### config.mk
export PLATFORM = sky130hd
export DESIGN_NAME = dense_out_layer
export DESIGN_NICKNAME = d
export VERILOG_FILES = /design/src/rtl/dense_out_layer.sv
export SDC_FILE = /design/constraint.sdc
export NUM_CORES = 2
export LEC_CHECK = 0
export ABC_AREA = 1
export BUFFER_PORTS_ARGS = -buffer_cell sky130_fd_sc_hd__buf_2
export CORE_UTILIZATION = 45
export CTS_BUF_LIST = sky130_fd_sc_hd__clkbuf_8
export DETAILED_ROUTE_END_ITERATION = 6
export SYNTH_ARGS = -nofsm -noshare
export SYNTH_HDL_FRONTEND = slang
export SYNTH_SLANG_ARGS = --single-unit
### constraint.sdc
create_clock -name clk -period 8.8 [get_ports clk]
set_input_delay 0.44 -clock clk [delete_from_list [all_inputs] [get_ports clk]]
set_output_delay 0.44 -clock clk [all_outputs]
set_load 0.05 [all_outputs]
### src/rtl/dense_out_layer.sv
// rtl/dense_out_layer.sv - dense output layer: feature load, serial MAC, logit streaming to softmax.
// Optional per-logit bias storage enabled by defining DENSE_OUT_LAYER_BIAS_EN.
module dense_out_layer #(
   parameter int NUM_OUT  = 5,
   parameter int IDX_W    = 3,
   parameter int NUM_IN   = 4,
   parameter int IN_IDX_W = 2
) (
   input  logic                        clk,
   input  logic                        rst,
   input  logic [31:0]                 feat_in,
   input  logic [IN_IDX_W-1:0]         feat_idx,
   input  logic                        feat_valid,
   input  logic                        w_we,
   input  logic [IN_IDX_W+IDX_W-1:0]   w_addr,
   input  logic [31:0]                 w_data,
   output logic [31:0]                 sf_input,
   output logic [IDX_W-1:0]            sf_input_idx,
   output logic                        start,
   input  logic                        in_ready,
   output logic                        busy,
   output logic                        frame_done
);

   typedef enum logic [1:0] {S_IDLE, S_LOAD, S_MAC, S_STREAM} state_t;

   localparam logic [IDX_W-1:0]    LAST_J = IDX_W'(NUM_OUT - 1);
   localparam logic [IN_IDX_W-1:0] LAST_I = IN_IDX_W'(NUM_IN - 1);

   state_t                state_q, state_d;
   logic [NUM_IN-1:0]     flags_q, flags_d;
   logic [IN_IDX_W-1:0]   i_q, i_d;
   logic [IDX_W-1:0]      j_q, j_d;
   logic [IDX_W-1:0]      k_q, k_d;
   logic signed [31:0]    acc_q, acc_d;
   logic                  done_q, done_d;
   logic signed [31:0]    feat_q [NUM_IN];
   logic signed [31:0]    feat_d [NUM_IN];
   logic signed [31:0]    w_q [NUM_OUT][NUM_IN];
   logic signed [31:0]    w_d [NUM_OUT][NUM_IN];
   logic signed [31:0]    logit_q [NUM_OUT];
   logic signed [31:0]    logit_d [NUM_OUT];
`ifdef DENSE_OUT_LAYER_BIAS_EN
   logic signed [31:0]    bias_q [NUM_OUT];
   logic signed [31:0]    bias_d [NUM_OUT];
`endif

   logic [IDX_W-1:0]      w_out;
   logic [IN_IDX_W-1:0]   w_in;
   logic signed [31:0]    acc_init;
   logic signed [31:0]    term;
   logic signed [31:0]    acc_next;

   assign w_out = w_addr[IN_IDX_W +: IDX_W];
   assign w_in  = w_addr[IN_IDX_W-1:0];

   always_comb begin
      state_d  = state_q;
      flags_d  = flags_q;
      i_d      = i_q;
      j_d      = j_q;
      k_d      = k_q;
      acc_d    = acc_q;
      done_d   = 1'b0;
      feat_d   = feat_q;
      w_d      = w_q;
      logit_d  = logit_q;
`ifdef DENSE_OUT_LAYER_BIAS_EN
      bias_d   = bias_q;
      acc_init = bias_q[j_q];
`else
      acc_init = '0;
`endif
      // Q16.16 x Q16.16 gives Q32.32; bits [47:16] realign to Q16.16 and wrap silently
      term     = 32'((64'(feat_q[i_q]) * 64'(w_q[j_q][i_q])) >>> 16);
      acc_next = ((i_q == '0) ? acc_init : acc_q) + term;

      // The MAC reads w_q above, so a same-cycle write lands only for later products
      if (w_we) begin
         if (32'(w_out) < NUM_OUT && 32'(w_in) < NUM_IN) begin
            w_d[w_out][w_in] = w_data;
         end
`ifdef DENSE_OUT_LAYER_BIAS_EN
         else if (32'(w_out) < NUM_OUT && w_in == '1) begin
            bias_d[w_out] = w_data;
         end
`endif
      end

      case (state_q)
         S_IDLE, S_LOAD: begin
            if (feat_valid && 32'(feat_idx) < NUM_IN) begin
               feat_d[feat_idx]  = feat_in;
               flags_d[feat_idx] = 1'b1;
               state_d           = S_LOAD;
               if (&flags_d) begin
                  state_d = S_MAC;
                  i_d     = '0;
                  j_d     = '0;
               end
            end
         end
         S_MAC: begin
            acc_d = acc_next;
            if (i_q == LAST_I) begin
               logit_d[j_q] = acc_next;
               i_d          = '0;
               if (j_q == LAST_J) begin
                  state_d = S_STREAM;
                  k_d     = '0;
               end else begin
                  j_d = j_q + IDX_W'(1);
               end
            end else begin
               i_d = i_q + IN_IDX_W'(1);
            end
         end
         S_STREAM: begin
            if (in_ready) begin
               if (k_q == LAST_J) begin
                  state_d = S_IDLE;
                  done_d  = 1'b1;
                  flags_d = '0;
                  k_d     = '0;
               end else begin
                  k_d = k_q + IDX_W'(1);
               end
            end
         end
         default: state_d = S_IDLE;
      endcase
   end

   always_ff @(posedge clk) begin
      if (rst) begin
         state_q <= S_IDLE;
         flags_q <= '0;
         i_q     <= '0;
         j_q     <= '0;
         k_q     <= '0;
         acc_q   <= '0;
         done_q  <= 1'b0;
      end else begin
         state_q <= state_d;
         flags_q <= flags_d;
         i_q     <= i_d;
         j_q     <= j_d;
         k_q     <= k_d;
         acc_q   <= acc_d;
         done_q  <= done_d;
      end
   end

   // Storage arrays survive reset; weights in particular must outlive an aborted frame
   always_ff @(posedge clk) begin
      feat_q  <= feat_d;
      w_q     <= w_d;
      logit_q <= logit_d;
`ifdef DENSE_OUT_LAYER_BIAS_EN
      bias_q  <= bias_d;
`endif
   end

   assign start        = (state_q == S_STREAM);
   assign sf_input     = start ? logit_q[k_q] : '0;
   assign sf_input_idx = start ? k_q : '0;
   assign busy         = (state_q != S_IDLE);
   assign frame_done   = done_q;

endmodule

==> impl_metrics.csv <==
group,metric,value,unit
run_status,outcome,"finished with violations",
run_status,violations,"DRC, setup timing",
yosys,synth_top_area_share,41.06,%
min_path,hold_path.class,"primary input to register",
yosys,synth_seq_area_share,42.45,%
finish,syn2layout_area_growth,25.17,%
floorplan,ios,114,
yosys,synth_edf_count,928,
yosys,synth-main-ff-cell,"edfxtp_1",
min_path,min_path_cells,1,
routing,first_iter_violations,4685,
finish,final_cell_area,84940,µm²
setup_path,cpPeakStageDelay,0.66,ns
place,portBuffers,113,
clocking,htree_num_levels,4,
grt,grt_pass1_vias,52623,
yosys,avgSynthCellArea,10.19,µm²
floorplan,start_util,45.31,%
grt,antenna_found_initial,9,
routing,via_per_inst,5.283,
yosys,synthCells,6657,
setup_path,crit_path_end_kind,"register",
routing,avgRoutedWirePerCell,22.85,µm
sta,max_slew_margin,8.823,%
sta,fin_crit_sh,112.7,%
setup_path,r2r_slack,-1.12,ns
finish,final_nets,8733,
sta,rsz0062_at_grt,"true",
clocking,clk_latency,0.88,ns
routing,drt-total-wl,223000,µm
sta,setup_viol,150,
sta,hold_viol,0,
floorplan,core-area,149800,µm²
grt,grt_max_degree,65,
min_path,holdPathEnd,"w_q[19]",
grt,grtUsageTotal,29.34,%
clocking,clockRootBuffer,"clkbuf_8",
clocking,clk_pin_slew,0.06,ns
setup_path,crit_top_cell,"fa_1",
routing,antenna_left,0,
setup_path,cp-start-kind,"register",
sta,fin_skew,0.04769,ns
clocking,cts_tree,"yes",
yosys,synth_area_leaders,"edfxtp_1, fa_1, nand2_1",
floorplan,die_h,390.3,µm
sta,fin_crit,9.916,ns
place,gp_congestion,0.9913,
yosys,synth_nets,7772,
setup_path,reg2reg_to,"acc_q[30]",
clocking,clock-sinks,975,
finish,multi_input_area,36460,µm²
yosys,async_flop_share,0,%
routing,drc_errors,1,
setup_path,cpMaxStageDelayCell,"fa_2",
yosys,yosysWarningCount,0,
sta,fmax,0.1008,GHz
grt,grt_remaining_overflow,0,
setup_path,r2r_start,"j_q[0]",
min_path,min-delay-start,"w_data[19]",
yosys,ys_ff_latch,975,
sta,layout_setup_ws,-1.116,ns
finish,seq_area,28830,µm²
floorplan,dieWidth,390.3,µm
yosys,netlist_area,67860,µm²
run,drv_cap,0,
sta,slew_violations,0,
finish,layout-drive-gt1-share,22.67,%
clocking,cts_buffers,151,
yosys,synth_largest_area_cell,"edfxtp_1",
place,postPlaceCellArea,77240,µm²
sta,tightest_slew,1.360,ns
floorplan,row_count,142,
setup_path,r2r_cells,45,
finish,fillers,12651,
setup_path,worst-setup-path-type,"register to register",
routing,drtPass1Iterations,7,
grt,grt_pass1_wl,330100,µm
routing,vias,51552,
place,hpwl,162800,µm
setup_path,cp_max_fo,10,
floorplan,dieArea,152400,µm²
clocking,clk_path_buf_depth,3,
yosys,synth_cell_types,55,
setup_path,required,9.55,ns
sta,setup_tns,-113.43,ns
setup_path,crit_arrival,10.67,ns
## timing repair
item,CTS,global route
cloned,8,4
endpoints found under the hold margin,703,0
hold buffers,64,0
endpoints found under the setup margin,184,184
gates resized for setup,460,176
setup buffers,90,32
pin swaps,201,108
## cell families (layout without fill, tap and decap cells)
| family | count (synthesis) | in the layout | synth area share, % |
|---|---|---|---|
| simple gates | 2570 | 2570 | 14.93 |
| flops | 975 | 975 | 42.45 |
| xor+xnor | 72 | 72 | 0.9292 |
| compound gates | 604 | 604 | 5.255 |
| other cells | 0 | 7 | 0 |
| fa+ha+maj | 1039 | 1039 | 28.44 |
| buf+inv | 1397 | 2476 | 8.002 |
## through the flow
stage / hold WS, ns / setup slack (ns) / util [%] / std cells
2_1_floorplan: 0.4318 / -0.3524 / - / 6657
3_3_place_gp: 0.4427 / -1.697 / 51.57 / 9288
3_5_place_dp: 0.4516 / -1.623 / 51.57 / 9288
4_1_cts: 0.001427 / -1.012 / 55.98 / 9716
5_1_grt: 0.02310 / -1.532 / 56.71 / 9756
6_report: 0.07361 / -1.116 / 56.71 / 9759
## worst max-delay path by stage
stage	start	to	depth (start not counted)
2_1_floorplan	j_q[1]	logit_q[127]	53
3_3_place_gp	j_q[2]	logit_q[127]	44
3_5_place_dp	j_q[2]	logit_q[31]	44
4_1_cts	j_q[2]	logit_q[95]	47
5_1_grt	j_q[0]	logit_q[95]	55
6_report	j_q[0]	acc_q[30]	45
## sequential cells by signal (all words and copies together) (netlist names)
register,cells
feat_q,128
i_q,2
flags_q,4
k_q,3
w_q,640
frame_done,1
logit_q,160
acc_q,32
state_q,2
j_q,3
## critical path: cells and delay by family, from the launching register on
family / cells / cell delay, ns
adder cells (fa/ha/maj): 10 / 4.81
buffers and inverters: 14 / 1.74
flip-flops: 1 / 0.38
AND/OR/NAND/NOR: 9 / 1.09
XOR/XNOR: 2 / 0.30
AO/OA/AOI/OAI: 10 / 1.48
## cell usage after synthesis (all sizes together), types with 17 or more instances
cell type / n
clkbuf: 154
edfxtp: 928
dfxtp: 47
xor2: 47
fa: 839
ha: 200
nor2: 744
a32oi: 29
nand2: 1585
nor3: 20
o21ai: 183
a22oi: 17
buf: 141
nand3: 136
xnor2: 25
nand4: 61
clkinv: 20
a21oi: 242
inv: 1082
o22ai: 32
## area by class of cell
type / count / share of cell area [%]
clock buffers: 155 / 2.511
repair inverters: 1 / 0.01326
inverters: 1102 / 5.010
well taps: 2016 / 2.970
diodes: 7 / 0.02062
clock inverters: 116 / 0.7748
repair buffers: 1102 / 11.85
multi-input cells: 4285 / 42.92
flip-flops and latches: 975 / 33.93
## routing by layer
layer | vias to the layer above | track usage (%) | wire length [µm]
li1 | 22968 | - | -
met1 | 25983 | 38.89 | 89160
met2 | 2169 | 47.89 | 106100
met3 | 428 | 5.443 | 18540
met4 | 4 | 11.32 | 9154
met5 | - | 0 | 23
## placed cells by master, fill, tap and decap left out, drive strengths merged, types with 10 or more instances in the layout
master          n
nand2        1585
inv          1151
buf          1030
edfxtp        928
fa            839
nor2          744
a21oi         242
ha            200
o21ai         183
clkbuf        159
nand3         136
dlygate4sd3    64
clkinv         62
nand4          61
dfxtp          47
xor2           47
o22ai          32
a32oi          29
xnor2          25
nor3           20
a22oi          17
a221oi         15
a22o           13
a41oi          13
a31oi          12
o211ai         10
Power is left out: the tool's default activity adds up to more than one toggle a clock period on the data nets, which glitch-free logic cannot reach.
